===== src/rtl/key_operand_loader.sv =====
// Two-key operand entry: debounced LOAD/CLEAR latch sw into a then b.
// Define LOADER_DEBOUNCE_EN for the counting debouncer; otherwise keys pass straight through.
module key_operand_loader #(
    parameter int WIDTH           = 5,
    parameter int DEBOUNCE_CYCLES = 500000
) (
    input  logic             clk,
    input  logic             rst_n,
    input  logic [1:0]       key_n,
    input  logic [WIDTH-1:0] sw,
    output logic [WIDTH-1:0] a,
    output logic [WIDTH-1:0] b,
    output logic             valid,
    output logic [1:0]       state
);

    typedef enum logic [1:0] {
        IDLE  = 2'b00,
        GOT_A = 2'b01,
        READY = 2'b10,
        BAD   = 2'b11
    } st_t;

    if (DEBOUNCE_CYCLES < 1) begin : g_bad_param
        $error("DEBOUNCE_CYCLES must be at least 1");
    end

    logic [1:0] sync1;
    logic [1:0] sync2;
    logic [1:0] stable;
    logic [1:0] press;
    logic       ld;
    logic       clr;
    st_t        st;

    always_ff @(posedge clk or negedge rst_n) begin
        if (!rst_n) begin
            sync1 <= 2'b11;
            sync2 <= 2'b11;
        end else begin
            sync1 <= key_n;
            sync2 <= sync1;
        end
    end

`ifdef LOADER_DEBOUNCE_EN
    localparam int CW = (DEBOUNCE_CYCLES > 1) ? $clog2(DEBOUNCE_CYCLES) : 1;
    localparam logic [CW-1:0] LAST = CW'(DEBOUNCE_CYCLES - 1);

    logic [CW-1:0] count [2];
    logic [1:0]    flip;

    always_comb begin
        flip = 2'b00;
        for (int k = 0; k < 2; k++) begin
            flip[k] = (sync2[k] != stable[k]) && (count[k] == LAST);
        end
    end

    // a flip while stable is high can only be a press
    assign press = flip & stable;

    always_ff @(posedge clk or negedge rst_n) begin
        if (!rst_n) begin
            stable <= 2'b11;
            for (int k = 0; k < 2; k++) begin
                count[k] <= '0;
            end
        end else begin
            for (int k = 0; k < 2; k++) begin
                if (sync2[k] == stable[k]) begin
                    count[k] <= '0;
                end else if (flip[k]) begin
                    stable[k] <= sync2[k];
                    count[k]  <= '0;
                end else begin
                    count[k] <= count[k] + 1'b1;
                end
            end
        end
    end
`else
    always_ff @(posedge clk or negedge rst_n) begin
        if (!rst_n) begin
            stable <= 2'b11;
        end else begin
            stable <= sync2;
        end
    end

    assign press = stable & ~sync2;
`endif

    assign ld  = press[0];
    assign clr = press[1];

    // CLEAR outranks LOAD when both strobe on the same edge
    always_ff @(posedge clk or negedge rst_n) begin
        if (!rst_n) begin
            a     <= '0;
            b     <= '0;
            valid <= 1'b0;
            st    <= IDLE;
        end else if (clr) begin
            a     <= '0;
            b     <= '0;
            valid <= 1'b0;
            st    <= IDLE;
        end else begin
            case (st)
                IDLE: begin
                    if (ld) begin
                        a  <= sw;
                        st <= GOT_A;
                    end
                end
                GOT_A: begin
                    if (ld) begin
                        b     <= sw;
                        valid <= 1'b1;
                        st    <= READY;
                    end
                end
                READY: begin
                    if (ld) begin
                        a     <= sw;
                        b     <= '0;
                        valid <= 1'b0;
                        st    <= GOT_A;
                    end
                end
                default: begin
                    a     <= '0;
                    b     <= '0;
                    valid <= 1'b0;
                    st    <= IDLE;
                end
            endcase
        end
    end

    assign state = st;

endmodule


===== config.mk =====
export PLATFORM = sky130hd
export DESIGN_NAME = key_operand_loader
export DESIGN_NICKNAME = d
export VERILOG_FILES = /design/src/rtl/key_operand_loader.sv
export SDC_FILE = /design/constraint.sdc
export NUM_CORES = 1
export LEC_CHECK = 0
export ABC_AREA = 1
export BUFFER_PORTS_ARGS = -buffer_cell sky130_fd_sc_hd__buf_2
export CAP_MARGIN = 20
export CORE_MARGIN = 5
export CORE_UTILIZATION = 35
export DETAILED_ROUTE_END_ITERATION = 8
export PLACE_DENSITY_LB_ADDON = 0.08
export SETUP_SLACK_MARGIN = 0.02
export SLEW_MARGIN = 20
export SYNTH_ARGS = -nofsm -noshare
export SYNTH_HDL_FRONTEND = slang
export SYNTH_SLANG_ARGS = --single-unit
export TNS_END_PERCENT = 50

===== constraint.sdc =====
create_clock -name clk -period 1.5 [get_ports clk]
set_input_delay 0.225 -clock clk [delete_from_list [all_inputs] [get_ports clk]]
set_output_delay 0.225 -clock clk [all_outputs]
set_load 0.05 [all_outputs]

# Word-level counts from Yosys, hierarchy flattened
# Index checks and enable logic that the tools add are counted.
word_totals:
  mem_count: 0
  out_inout_bits: 13
  ramBits: 0
  latch_bits: 0
  mem_bits_ro: 0
  ff_bits: 19
op_classes:
  muxes: 14
  mul: 0
  bitwise: 2
  addsub: 0
  magnitude_cmp: 0
  eq_ne: 7
  div_mod_pow: 0
  n_shift: 0
  n_reduce_logical: 5
ops:
  columns: ["cell", "n"]
  rows:
  - ["5-bit 2-to-1 mux", 4]
  - ["5-bit one-hot mux with 3 select lines", 1]
  - ["5-bit one-hot mux with 2 select lines", 1]
  - ["2-bit 2-to-1 mux", 3]
  - ["3-bit inequality test (second input constant)", 2]
  - ["2-bit inequality test (second input constant)", 2]
  - ["2-bit one-hot mux with 2 select lines", 1]
  - ["2-bit AND reduction", 2]
  - ["1-bit 2-to-1 mux", 3]
  - ["3-bit by 1-bit inequality test with 1-bit output (second input constant)", 1]
  - ["1-bit one-hot mux with 3 select lines", 1]
  - ["3-bit AND reduction", 1]
  - ["2-bit bitwise AND", 1]
  - ["2-bit by 1-bit == test with 1-bit output (second input constant)", 1]
  - ["2-bit == test (second input constant)", 1]
  - ["2-bit zero test", 1]
  - ["2-bit inverter", 1]
  - ["2-bit OR reduction", 1]

# Longest topological paths before layout
depth:
  word_depth: 5
  mapped_depth: 6
  depth_no_buf: 6

# Worst setup path after synthesis
# OpenSTA, ideal clock, no wires.
synth_timing:
  path_type: "reg-to-reg"
  from: "register st[1] (netlist: state[1])"
  to: "register b[0]"
  slack_ns: 0.227
  synth_period_minus_slack_ns: 1.273
  arrival_ns: 1.153
  stages_incl_launch_ff: 6
  path_cell_list: "dfrtp_1 > nand2_1 > and2_1 > buf_6 > nand3_1 > nand2_1"
synth_via:
  elab_chain_len: 3
  elab_cells_between_ends: 9
  cone_classes: "eq/ne (5); mux (2); reduce/logical (2)"
synth_rtl:
  columns: ["item", "line", "source"]
  rows:
  - ["start: declaration", "34", "st_t st;"]
  - ["start signal: assignment", "103", "st <= IDLE;"]
  - ["start signal: assignment", "108", "st <= IDLE;"]
  - ["start signal: assignment", "114", "st <= GOT_A;"]
  - ["2-bit == test, or another cell as far along", "110", "case (st)"]
  - ["3-bit inequality test (no source line), or another cell as far along", null, null]
  - ["3-bit AND reduction (no source line) or 5-bit 2-to-1 mux (tied branches)", null, null]
  - ["end signal: assignment", "119", "b <= sw;"]
  - ["end: declaration", "12", "output logic [WIDTH-1:0] b,"]
# Several ways; a longest one is shown, not always the timed one.
# A chain may end at the register's enable or synchronous reset.

# Worst setup path after layout
layout_timing:
  from: "register st[1] (netlist: state[1])"
  to: "output state[1]"
layout_lines:
  columns: ["item", "line", "source"]
  rows:
  - ["end: declaration", "14", "output logic [1:0] state"]
# No word-level cell between the ends.

==> results.txt <==
----------------------------------------------------
[Run status]
  Run status ... finished clean

[Pwr]
  Highest ir drop seen on vdd ... just under 0.8 mV
  Leak pwr ... between 0.5 and 0.6 nW
  Power per cell area ... 1240 nW/um2
  Seq pwr share ... 0.527
  Fraction of power consumed by the clock network ... 0.221
  Comb pwr share ... 0.252
  Int Pwr ... 0.000731 W
  Switching pwr ... about 0.0004 W
  Sw frac ... 0.348

[Logic synthesis]
  Largest area contributor in the netlist ... sky130_fd_sc_hd__dfrtp_1
  Gate count after technology mapping ... between 70 and 80
  Post-Syn Nets ... just over 80
  Most instantiated cells after synthesis ... sky130_fd_sc_hd__nand2_1 (29), sky130_fd_sc_hd__dfrtp_1 (13), sky130_fd_sc_hd__nand3_1 (8), sky130_fd_sc_hd__dfstp_2 (6), sky130_fd_sc_hd__inv_1 (4)
  Syn avg cell area ... about 9.9 um2
  Synthesis-stage register bit count ... 19
  Post-synthesis sequential area ratio ... 0.661
  Main area contributors after synthesis ... sky130_fd_sc_hd__dfrtp_1 (45%), sky130_fd_sc_hd__dfstp_2 (22%), sky130_fd_sc_hd__nand2_1 (15%)
  Post-synth EDFFs ... 0
  Count leader, synth ... sky130_fd_sc_hd__nand2_1
  Cell variety after synth ... 15
  Proportion of netlist area held by the largest area contributor ... 0.445
  FFs w/ async S/R, synth ... 1.00
  Area of the mapped netlist ... roughly 730 um2
  Count of yosys warnings during synthesis ... 0
  Top FF cell, synth ... sky130_fd_sc_hd__dfrtp_1

[Final layout]
  Layout fillers ... just under 200
  Final core occ ... 0.456
  Fraction of final layout cells sized beyond drive strength 1 ... 0.360
  Final cell count without fillers ... 127
  Post-layout nets ... 110
  Area added between synthesis and finish ... 23.8%
  Footprint of the multi-input gates ... around 220 um2
  Antenna diode instance count ... 0
  Sequential cell area in the final layout ... ~480 um2

[Timing]
  Fin crit period ... 1240 ps
  Transition time at the pin with the least slew margin ... around 440 ps
  Sum Neg Setup Slack ... 0 ps
  Final setup violation count ... 0
  Clock skew after layout ... 4.60 ps
  Count of final hold-check violations ... 0
  Relative max-transition margin ... 0.708
  Fin. max-slew vios ... 0
  Maximum frequency from static timing analysis ... between 800 and 900 MHz
  RSZ-0062 raised after global routing ... no
  Post-route clock period utilization ... 0.827

[Placed design]
  Placed Cells ... 121
  Final estimated routing congestion in global placement ... 0.718
  HPWL after detailed placement ... 1.08 mm
  Count of input and output buffers ... 21

[Routing]
  Final routed wire length divided by cell count ... roughly 11 um
  Via-to-Cell Ratio ... around 4.4
  WL final ... between 1 and 1.5 mm
  DRC viols ... 0
  Overall via count from detail_route ... 555
  Count of nets left with antenna violations after detail routing ... 0
  Number of optimization iterations in the first detailed-route pass ... 4
  Number of DRC violations after detailed-routing iteration 0 ... 6

[Die]
  Die Area ... 3100 um2
  Starting Density ... 0.369
  Vertical extent of the die ... 55.7 um
  CORE AREA ... ~2000 um2
  Count of boundary I/O pins ... 22
  Horizontal extent of the die ... 55.7 um
  Row Count ... 16

[Hold path]
  Path class of the lowest-slack min-delay path ... in2reg

[Clock network]
  Number of buffers inserted by post-CTS setup repair ... 0
  TritonCTS clock tree ... done
  Clock Root Buffer ... sky130_fd_sc_hd__clkbuf_4
  H-tree depth ... 1
  Number of cells upsized or downsized after cts ... 0
  Clock-pin slew on the worst setup and hold paths ... 100 ps
  Max clock buf depth ... 2
  Clock sink total ... 19
  Latest clock arrival within the worst-skew pair ... roughly 290 ps
  Number of buffers added by the clock tree synthesis step ... 3

[Global route]
  Vias in the first global route ... between 500 and 600
  Wire length of the first global-routing pass ... 2.58 mm
  Overall fraction of global-route tracks in use ... 0.106
  Pin count of the biggest net entering global routing ... 20
  Initial antenna violation count ... 0
  GR Overflow Total ... 0

[Worst setup path]
  Crit path max-delay cell type ... sky130_fd_sc_hd__dfrtp_1
  CP Buf/Inv Count ... 1
  CP Data Arrival Time ... 1020 ps
  Largest delay share family, worst path ... flip-flops
  Critical path's largest stage delay ... ~430 ps
  Setup Crit Path Kind ... reg2out
  Worst Setup End Kind ... output pin
  List of cells traversed by the critical path ... buf_2
  Data required, critical path ... approximately 1300 ps
  Critical path startpoint category ... register
  Maximum net fanout on the critical path ... 5

[Run]
  Max cap viols ... 0

----------------------------------------------------
## worst paths after layout
check	from	slack [ps]	depth (start not counted)	to
worst max register to register	sync2[1]	280	6	a[3]
worst max-delay path	state[1]	260	1	state[1]
worst min-delay path	key_n[1]	20	1	sync1[1]
max in group asynchronous	rst_n	790	2	stable[0]
min in group asynchronous	rst_n	390	2	state[1]
worst min register to register	sync1[1]	360	0	sync2[1]
## cells by family (layout without fill, tap and decap cells)
group           after synthesis  after routing  share of synthesized area
buf+inv                       6             32                     0.0411
compound gates                3              3                     0.0205
simple gates                 46             46                      0.277
flops                        19             19                      0.661
## layer usage
| metal | GRT usage | up-vias | wire (um) |
|---|---|---|---|
| met2 | 0.166 | 16 | 639 |
| met1 | 0.126 | 256 | 634 |
| met3 | 0.0626 | 2 | 132 |
| met5 | 0 | - | 0 |
| li1 | - | 281 | - |
| met4 | 0.0208 | 0 | 12 |
## stage by stage
stage | hold slack (ps) | area [um2] | setup slack, ps | total power [W]
6_report | 23.4 | 905 | 259 | 0.00112
3_5_place_dp | 186 | 858 | 275 | 0.000883
5_1_grt | 3.45 | 905 | 166 | 0.00119
2_1_floorplan | -70.6 | 731 | 227 | 0.000807
4_1_cts | 13.2 | 895 | 245 | 0.00114
3_3_place_gp | 184 | 858 | 335 | 0.000882
## worst reg2reg max path, delay by kind of cell (launching register included)
kind / cells / cell delay, ps
simple gates: 5 / 570
flops: 1 / 540
buf+inv: 1 / 40
## cell type report
class | count | area share
sequential | 19 | 0.534
multi-input combinational | 49 | 0.241
timing repair buffer | 23 | 0.138
tap | 27 | 0.0373
clock buffer | 4 | 0.0290
inverter | 5 | 0.0207
## state kept, by name, summed over array words and instances, names as in the netlist
signal and flops:
sync2 2, a 5, sync1 2, state 2, stable 2, valid 1
b 5
## cells in the final DEF (no fill, tap or decap)
| cell | synthesis | routed |
|---|---|---|
| sky130_fd_sc_hd__nor2_1 | 3 | 3 |
| sky130_fd_sc_hd__dfrtp_1 | 13 | 13 |
| sky130_fd_sc_hd__buf_2 | 0 | 21 |
| sky130_fd_sc_hd__clkbuf_4 | 0 | 3 |
| sky130_fd_sc_hd__a21oi_1 | 1 | 1 |
| sky130_fd_sc_hd__dfstp_2 | 6 | 6 |
| sky130_fd_sc_hd__dlygate4sd3_1 | 0 | 2 |
| sky130_fd_sc_hd__and2_1 | 1 | 1 |
| sky130_fd_sc_hd__o21ai_0 | 1 | 1 |
| sky130_fd_sc_hd__nor2_2 | 1 | 1 |
| sky130_fd_sc_hd__o21ai_1 | 1 | 1 |
| sky130_fd_sc_hd__nand2_1 | 29 | 29 |
| sky130_fd_sc_hd__clkbuf_1 | 0 | 1 |
| sky130_fd_sc_hd__inv_1 | 4 | 4 |
| sky130_fd_sc_hd__inv_2 | 1 | 1 |
| sky130_fd_sc_hd__nor2_4 | 1 | 1 |
| sky130_fd_sc_hd__nand3_1 | 8 | 8 |
| sky130_fd_sc_hd__nand2_2 | 3 | 3 |
## power groups by stage
stage	logic (W)	registers, W	clock network (W)
after floorplan	0.0000758	0.000731	0
after global placement	0.000282	0.000600	0
after detailed placement	0.000283	0.000600	0
after CTS	0.000285	0.000591	0.000265
after global routing	0.000308	0.000598	0.000289
final	0.000283	0.000590	0.000248
## what timing repair did
item,in CTS,in global routing
setup endpoints to repair,0,0
endpoints found under the hold margin,13,1
hold buffers,1,1
No activity file was read; power rests on OpenSTA's default activity.
